### config.mk
export PLATFORM = sky130hd
export DESIGN_NAME = scene_stream_tx_flat
export DESIGN_NICKNAME = d
export VERILOG_FILES = /design/src/rtl/scene_stream_tx_if.sv /design/src/rtl/scene_stream_tx.sv /design/src/flat_wrapper.sv
export SDC_FILE = /design/constraint.sdc
export NUM_CORES = 1
export LEC_CHECK = 0
export CAP_MARGIN = 20
export CORE_MARGIN = 2
export CORE_UTILIZATION = 45
export CTS_CLUSTER_SIZE = 24
export DETAILED_ROUTE_END_ITERATION = 10
export PLACE_DENSITY = 0.76
export SYNTH_ARGS = -nofsm -noshare
export SYNTH_HDL_FRONTEND = slang
export SYNTH_SLANG_ARGS = --single-unit
### constraint.sdc
create_clock -name clk -period 6.6 [get_ports clk]
set_input_delay 0.66 -clock clk [delete_from_list [all_inputs] [get_ports clk]]
set_output_delay 0.66 -clock clk [all_outputs]
set_load 0.05 [all_outputs]
### src/rtl/scene_stream_tx_if.sv
// Host byte stream and scene-loader bus of the voxel scene transmitter.
// master = the transmitter's view, slave = the host/loader environment.
interface scene_stream_tx_if #(
   parameter int ADDR_BITS = 15
);
   logic                 in_valid;
   logic                 in_ready;
   logic [7:0]           in_data;
   logic                 load_mode;
   logic                 load_valid;
   logic                 load_ready;
   logic [ADDR_BITS-1:0] load_addr;
   logic                 load_data;

   modport master (
      input  in_valid,
      input  in_data,
      input  load_ready,
      output in_ready,
      output load_mode,
      output load_valid,
      output load_addr,
      output load_data
   );

   modport slave (
      output in_valid,
      output in_data,
      output load_ready,
      input  in_ready,
      input  load_mode,
      input  load_valid,
      input  load_addr,
      input  load_data
   );
endinterface

### src/rtl/scene_stream_tx.sv
// Serializes packed occupancy bytes into one voxel bit per loader handshake at sequential addresses.
// Optional macro SCENE_STREAM_TX_POPCOUNT_EN adds the ones_count checksum output.
module scene_stream_tx #(
   parameter int          ADDR_BITS = 15,
   parameter int unsigned BASE_ADDR = 0
) (
   input  logic                 clk,
   input  logic                 rst,
   input  logic                 start,
   input  logic [ADDR_BITS:0]   num_voxels,
   scene_stream_tx_if.master    bus,
   output logic                 busy,
   output logic                 done,
   output logic [ADDR_BITS:0]   sent_count
`ifdef SCENE_STREAM_TX_POPCOUNT_EN
   ,
   output logic [ADDR_BITS:0]   ones_count
`endif
);

   localparam logic [ADDR_BITS-1:0] BASE = BASE_ADDR[ADDR_BITS-1:0];

   typedef enum logic [1:0] {
      IDLE,
      FETCH,
      STREAM,
      FINISH
   } state_t;

   state_t               state;
   state_t               state_next;
   logic [ADDR_BITS:0]   num_reg;
   logic [ADDR_BITS:0]   sent_next;
   logic [ADDR_BITS-1:0] addr;
   logic [7:0]           shift;
   logic [2:0]           bit_idx;
   logic                 accept_start;
   logic                 byte_hs;
   logic                 load_hs;
   logic                 in_ready_c;
   logic                 load_valid_c;
   logic                 active_c;

   assign sent_next = sent_count + 1'b1;

   always_ff @(posedge clk) begin
      if (rst) begin
         state <= IDLE;
      end else begin
         state <= state_next;
      end
   end

   // Handshake qualifiers come straight from the state so that the bus
   // outputs never depend combinationally on in_valid or load_ready.
   always_comb begin
      state_next   = state;
      in_ready_c   = 1'b0;
      load_valid_c = 1'b0;
      active_c     = 1'b1;
      accept_start = 1'b0;
      byte_hs      = 1'b0;
      load_hs      = 1'b0;
      case (state)
         IDLE: begin
            active_c     = 1'b0;
            accept_start = start;
            if (start) begin
               state_next = (num_voxels == '0) ? FINISH : FETCH;
            end
         end
         FETCH: begin
            in_ready_c = 1'b1;
            byte_hs    = bus.in_valid;
            if (bus.in_valid) begin
               state_next = STREAM;
            end
         end
         STREAM: begin
            load_valid_c = 1'b1;
            load_hs      = bus.load_ready;
            if (bus.load_ready) begin
               if (sent_next == num_reg) begin
                  state_next = FINISH;
               end else if (bit_idx == 3'd7) begin
                  state_next = FETCH;
               end
            end
         end
         FINISH: begin
            state_next = IDLE;
         end
         default: begin
            state_next = IDLE;
            active_c   = 1'b0;
         end
      endcase
   end

   assign bus.in_ready   = in_ready_c;
   assign bus.load_valid = load_valid_c;
   assign bus.load_mode  = active_c;
   assign bus.load_addr  = addr;
   assign bus.load_data  = shift[bit_idx];
   assign busy           = active_c;

   // Transfer datapath: counters restart on an accepted start and advance
   // only on a completed loader handshake, so stalls never skip a bit.
   always_ff @(posedge clk) begin
      if (rst) begin
         num_reg    <= '0;
         sent_count <= '0;
         addr       <= '0;
         shift      <= '0;
         bit_idx    <= '0;
         done       <= 1'b0;
      end else begin
         done <= (state == FINISH);
         if (accept_start) begin
            num_reg    <= num_voxels;
            sent_count <= '0;
            addr       <= BASE;
         end
         if (byte_hs) begin
            shift   <= bus.in_data;
            bit_idx <= '0;
         end
         if (load_hs) begin
            sent_count <= sent_next;
            addr       <= addr + 1'b1;
            bit_idx    <= bit_idx + 1'b1;
         end
      end
   end

`ifdef SCENE_STREAM_TX_POPCOUNT_EN
   // Running count of occupied voxels actually delivered to the loader.
   always_ff @(posedge clk) begin
      if (rst) begin
         ones_count <= '0;
      end else if (accept_start) begin
         ones_count <= '0;
      end else if (load_hs && bus.load_data) begin
         ones_count <= ones_count + 1'b1;
      end
   end
`endif

endmodule
### src/flat_wrapper.sv
// flat-port wrapper written by rule: the top's interface ports become plain ports
module scene_stream_tx_flat 
#(
   parameter int          ADDR_BITS = 15,
   parameter int unsigned BASE_ADDR = 0
)
  (clk, rst, start, num_voxels, busy, done, sent_count, bus_in_valid, bus_in_data, bus_load_ready, bus_in_ready, bus_load_mode, bus_load_valid, bus_load_addr, bus_load_data);
  scene_stream_tx_if #(.ADDR_BITS(ADDR_BITS)) bus_i ();
  input  logic clk;
  input  logic rst;
  input  logic start;
  input  logic [ADDR_BITS:0] num_voxels;
  output logic busy;
  output logic done;
  output logic [ADDR_BITS:0] sent_count;
  input wire logic [$bits(bus_i.in_valid)-1:0] bus_in_valid;
  input wire logic [$bits(bus_i.in_data)-1:0] bus_in_data;
  input wire logic [$bits(bus_i.load_ready)-1:0] bus_load_ready;
  output wire logic [$bits(bus_i.in_ready)-1:0] bus_in_ready;
  output wire logic [$bits(bus_i.load_mode)-1:0] bus_load_mode;
  output wire logic [$bits(bus_i.load_valid)-1:0] bus_load_valid;
  output wire logic [$bits(bus_i.load_addr)-1:0] bus_load_addr;
  output wire logic [$bits(bus_i.load_data)-1:0] bus_load_data;
  assign bus_i.in_valid = bus_in_valid;
  assign bus_i.in_data = bus_in_data;
  assign bus_i.load_ready = bus_load_ready;
  assign bus_in_ready = bus_i.in_ready;
  assign bus_load_mode = bus_i.load_mode;
  assign bus_load_valid = bus_i.load_valid;
  assign bus_load_addr = bus_i.load_addr;
  assign bus_load_data = bus_i.load_data;
  scene_stream_tx #(.ADDR_BITS(ADDR_BITS), .BASE_ADDR(BASE_ADDR)) u_core (.clk(clk), .rst(rst), .start(start), .num_voxels(num_voxels), .bus(bus_i), .busy(busy), .done(done), .sent_count(sent_count));
endmodule
==> impl_metrics.toml, run 1 <==
[status]
status = "complete, no violations"

[yosys]
netlist_area_sq_um = 3264
synth-main-ff-cell = "dfxtp_1"
yosysUniqueCellTypes = 50
yosysTopAreaCellShare = 0.3741
synth_top_area_cell = "dfxtp_1"
syn_nets = 465
ys_seq_area_frac = 0.3741
synth_edf_count = 0
synthTopCellsByCount = "nand2_1, dfxtp_1, nor2_1"
synthArstFlopShare = 0
synth_area_leaders = "dfxtp_1, nand2_1, a21oi_1, nor2_1, nand3_1"
synthCells = 432
ys_ff_latch = 61
yosysMostFrequentCell = "nand2_1"
syn_avg_cell_area_sq_um = 7.556
yosysWarnings = 0

[floorplan]
fp.dieH_um = 89.17
core_region_area_sq_um = 7137
die_x_um = 89.17
io_pins = 66
start_util = 0.4574
fp-row-count = 31
fp.dieArea_sq_um = 7951

[clock_network]
hold_buffers = 0
post_cts_buffers = 0
root_buffer = "clkbuf_8"
clk_path_buf_depth = 2
insertion_delay_ns = 0.35
cts_max_level = 3
cts_sinks = 61
numCtsBuffers = 9
clkTransAtPathRegs_ns = 0.08
cts_resized = 0
cts_tree = "done"

[timing]
slew_viol_final = 0
final.setup_skew_ns = 0.01156
period_needed_ns = 3.066
rsz0062_at_grt = "false"
setup_viol_count_final = 0
fin_crit_sh = 0.4645
worst_hold_slack_ns = 0.4549
hold_viol_final = 0
fin_tns_setup_ns = 0
timing.fmax_ghz = 0.3262
worst_pin_slew_ns = 0.8515
slew_headroom = 0.4324

[layout]
syn2layout_area_growth_pct = 26.68
regArea_sq_um = 1221
fin_nets = 509
multi_input_area_sq_um = 1882
antennaDiodeCount = 0
n_fill_cell = 689
instances_no_fill = 580
drive_gt1_frac = 0.06445
postLayoutCellArea_sq_um = 4135

[global_route]
track_usage = 0.2180
antenna_found_initial = 0
grt_max_degree = 63
grt_pass1_vias = 2993
grt_overflow = 0
grt_pass1_wl_mm = 13.51

[min_path]
min_path_type = "reg2reg"
min_from = "u_core.shift[2]"

[detailed_routing]
drt-initial-drc-count = 215
drt_drc_violations_left = 0
wl_met2_mm = 4.082
vias = 3294
wl_met1_mm = 3.648
dr.pass1.iters = 5
routedWlPerCell_um = 14.29
viasPerCell = 5.679
met3_length_um = 383
ant_nets = 0
top_layer_used = "met4"
totalWireLength_mm = 8.289

[setup_path]
r2r_end = "u_core.state[1]"
critPathCaptureType = "primary output"
arrival_ns = 2.41
cp-startpoint = "u_core.state[0]"
slowest_delay_ns = 0.94
crit_required_ns = 5.94
rrSetupSlack_ns = 3.89
endpoint = "bus_in_ready"
slowest_stage = "clkdlybuf4s50_1"
worstSetupPathType = "reg2out"
crit_chain = "nor2b_1 > clkdlybuf4s50_1"
worst-r2r-cell-count = 6
crit_path_max_fanout = 11
startpoint_type = "flop"
r2r_start = "u_core.sent_count[2]"

[place]
gp_congestion = 0.8596
dp_cells = 563
port-buffer-count = 65
dp_hpwl_mm = 5.712
dpl-instance-area_sq_um = 3891

[pwr]
ir_worst_vdd_mv = 0.1015
powerDensity_nw_per_um2 = 209.3
p_leak_uw = 0.001386
total_power_uw = 865.6

[flow_run]
maxCapViolations = 0
## critical path, delay by kind of cell (launching register included)
family | cells | cell delay (ns)
buf+inv | 1 | 0.94
simple gates | 1 | 0.66
flops | 1 | 0.47
## kinds of logic (layout without fill, tap and decap cells)
family / Yosys count / in the layout / share of synthesized area
and+or+nand+nor: 201 / 201 / 0.2878
AOI/OAI and AO/OA: 101 / 101 / 0.1882
DFF: 61 / 61 / 0.3741
buffers and inverters: 38 / 87 / 0.04944
xor gates and xnor gates: 19 / 19 / 0.05098
muxes: 8 / 8 / 0.03411
adders and majority gates: 4 / 4 / 0.01533
## metal layers
layer,vias up,GRT usage
li1,1621,-
met1,1558,0.2694
met2,101,0.3684
met3,14,0.03601
met4,0,0.1058
met5,-,0
## cell type report
class                      count  share of cell area
clock buffer                  10             0.03328
clock inverter                 6             0.02088
inverter                       5            0.004539
multi-input combinational    333              0.4551
sequential                    61              0.2953
tap                           99             0.02995
timing repair buffer          66              0.1610
## how the worst min path moves through the flow
stage | cells past startpoint | endpoint | slack (ns)
finish | 2 | u_core.shift[2] | 0.45
global route | 2 | u_core.shift[0] | 0.47
CTS | 2 | u_core.shift[4] | 0.46
detailed placement | 2 | u_core.shift[4] | 0.45
global placement | 2 | u_core.shift[2] | 0.44
floorplan | 2 | u_core.shift[2] | 0.43
## through the flow
step / util / setup WS [ns]
floorplan: - / 4.061
global placement: 0.5452 / 3.738
detailed placement: 0.5452 / 3.676
CTS: 0.5766 / 3.527
global route: 0.5794 / 3.388
finish: 0.5794 / 3.534
## report_power, final
group | switching [uW] | total (uW) | internal (uW) | leakage, uW
sequential | 8.98 | 387 | 378 | 0.000495
combinational | 60.2 | 103 | 42.6 | 0.000780
clock | 154 | 376 | 222 | 0.000112
total | 223 | 866 | 643 | 0.00139
## layout by cell type, fill, tap and decap left out, types with 2 or more instances in the layout
cell             Yosys  final
or2_2                2      2
nand4_1              5      5
ha_1                 4      4
nor4_1               4      4
xor2_1               7      7
or3_1                5      5
and3_1               4      4
bufinv_16            0      2
nand2_1             73     73
a21oi_1             43     43
or4_1                3      3
mux4_2               2      2
a31oi_1              4      4
nand2b_1             2      2
nor2b_1              2      2
clkinv_2             0      2
nand3_1             24     24
a22oi_1              7      7
nor3_1              13     13
clkbuf_8             0     10
a211oi_1             4      4
nor3b_1              2      2
o21ai_0             21     21
a221oi_1             2      2
clkdlybuf4s50_1      0     64
nor2_1              49     49
o22ai_1              2      2
o211ai_1             6      6
dfxtp_1             61     61
mux2_2               5      5
xnor2_1             12     12
inv_1                5      5
a311oi_1             7      7
and2_1               3      3
nand3b_1             3      3
Power figures use the tool's default switching activity.
==> inputs of run 2 (changes only) <==
Clock period 6.6 ns to 3.07 ns, I/O delays scaled along.
==> run 2 against run 1 <==
Net effect: critical path type unchanged; wire length grew 2.4%; utilization grew 0.21 points; via count grew 0.82%; die area is the same; clock power grew 100%; register-to-register slack lost 3.4 ns; clock-buffer cell count grew 1; cell count grew 1.0%; critical path depth grew 1; non-clock buffer count grew 6; highest routed layer unchanged; critical endpoint is now bus_load_data; power grew 110%.
==> impl_metrics.toml, run 2 (same netlist as run 1, synthesis figures left out) <==
[status]
status = "complete, no violations"

[clock_network]
cts_sinks = 61
numCtsBuffers = 9
clkTransAtPathRegs_ns = 0.07
clk_path_buf_depth = 2
cts_tree = "done"
post_cts_buffers = 0
cts_resized = 0
insertion_delay_ns = 0.34
hold_buffers = 0
root_buffer = "clkbuf_8"
cts_max_level = 3

[pwr]
p_leak_uw = 0.001406
ir_worst_vdd_mv = 0.3347
powerDensity_nw_per_um2 = 440.9
p_sw_frac = 0.2549
p_clk_frac = 0.419
switchingPower_uw = 466.5
sequentialPowerShare = 0.456
pwr-share-comb = 0.125
p_int_uw = 1363

[floorplan]
fp.dieArea_sq_um = 7951
fp.dieH_um = 89.17
io_pins = 66
core_region_area_sq_um = 7137
die_x_um = 89.17
start_util = 0.4574
fp-row-count = 31

[timing]
setup_viol_count_final = 0
rsz0062_at_grt = "false"
hold_viol_final = 0
final.setup_skew_ns = 0.01188
fin_tns_setup_ns = 0
worst_slack_ns = 0.4690
timing.fmax_ghz = 0.3845
slew_headroom = 0.4845
period_needed_ns = 2.601
slew_viol_final = 0
worst_pin_slew_ns = 0.7732
worst_hold_slack_ns = 0.4626
fin_crit_sh = 0.8472

[detailed_routing]
viasPerCell = 5.667
drt_drc_violations_left = 0
totalWireLength_mm = 8.487
drt-initial-drc-count = 190
dr.pass1.iters = 7
vias = 3321
routedWlPerCell_um = 14.48
ant_nets = 0

[setup_path]
arrival_ns = 2.29
crit_path_max_fanout = 5
critPathBufInv = 1
slowest_delay_ns = 0.70
startpoint_type = "flop"
worst-r2r-cell-count = 6
crit_cells = 3
slowest_stage = "clkdlybuf4s50_1"
worstSetupPathType = "reg2out"
cpLargestDelayFamily = "multiplexers"
critPathCaptureType = "primary output"
crit_chain = "mux4_2 > mux2_2 > clkdlybuf4s50_1"
crit_required_ns = 2.76

[layout]
syn2layout_area_growth_pct = 27.14
fin_util = 0.5815
drive_gt1_frac = 0.07187
final_common_cell = "nand2_1"
n_fill_cell = 694
antennaDiodeCount = 0
fin_nets = 515
final_cell_mix = "nand2_1, clkdlybuf4s50_1, dfxtp_1"

[flow_run]
maxCapViolations = 0

[place]
dp_hpwl_mm = 5.990
place_ws_ns = 0.6162
gp_congestion = 0.9251
port-buffer-count = 65

[global_route]
track_usage = 0.2252
antenna_found_initial = 0
grt_pass1_vias = 2965
grt_overflow = 0
grt_max_degree = 43
grt_pass1_wl_mm = 13.87

[min_path]
min_path_type = "reg2reg"
hold_depth = 2
-- run 2: changes by cell type in the layout (fill, tap and decap cells not counted), sizes merged --
cell      previous run  this run
clkbuf              10        11
buf                  2         8
clkinvlp             1         0
-- run 2: worst paths after layout --
kind	start	endpoint	slack, ns
min reg2reg	u_core.shift[0]	u_core.shift[0]	0.46
max reg2reg	u_core.sent_count[2]	u_core.state[1]	0.51
max	u_core.bit_idx[0]	bus_load_data	0.47
min	u_core.shift[0]	u_core.shift[0]	0.46
-- run 2: worst reg2reg max path: cells and delay by family, from the launching register on --
kind	cells	cell delay, ns
AO/OA/AOI/OAI	2	0.48
XOR/XNOR	1	0.16
flip-flops	1	0.57
AND/OR/NAND/NOR	3	1.26
-- run 2: power groups by stage --
| stage | Clock [uW] | Combinational (uW) | Sequential (uW) |
|---|---|---|---|
| floorplan | 0 | 143 | 846 |
| global placement | 0 | 224 | 851 |
| detailed placement | 0 | 227 | 851 |
| CTS | 776 | 229 | 834 |
| global route | 809 | 253 | 837 |
| finish | 767 | 229 | 834 |
-- run 2: final cells by class --
class                      count  area [sq um]  area share
multi-input combinational    333          1882      0.4534
clock buffer                  11         131.4     0.03166
sequential                    61          1221      0.2942
inverter                       5         18.77    0.004522
clock inverter                 5         75.07     0.01809
timing repair buffer          72         698.2      0.1682
tap                           99         123.9     0.02985
-- run 2: layer usage --
layer / wire [um] / GRT usage
met3: 396 / 0.04247
met4: 163 / 0.1018
met1: 3802 / 0.2841
met5: 0 / 0
met2: 4125 / 0.3737
-- run 2: through the flow --
stage / total power (uW) / instance area [sq um] / std cells
2_1_floorplan: 989.2 / 3264 / 432
3_3_place_gp: 1075 / 3944 / 570
3_5_place_dp: 1078 / 3944 / 570
4_1_cts: 1839 / 4150 / 586
5_1_grt: 1899 / 4150 / 586
6_report: 1830 / 4150 / 586
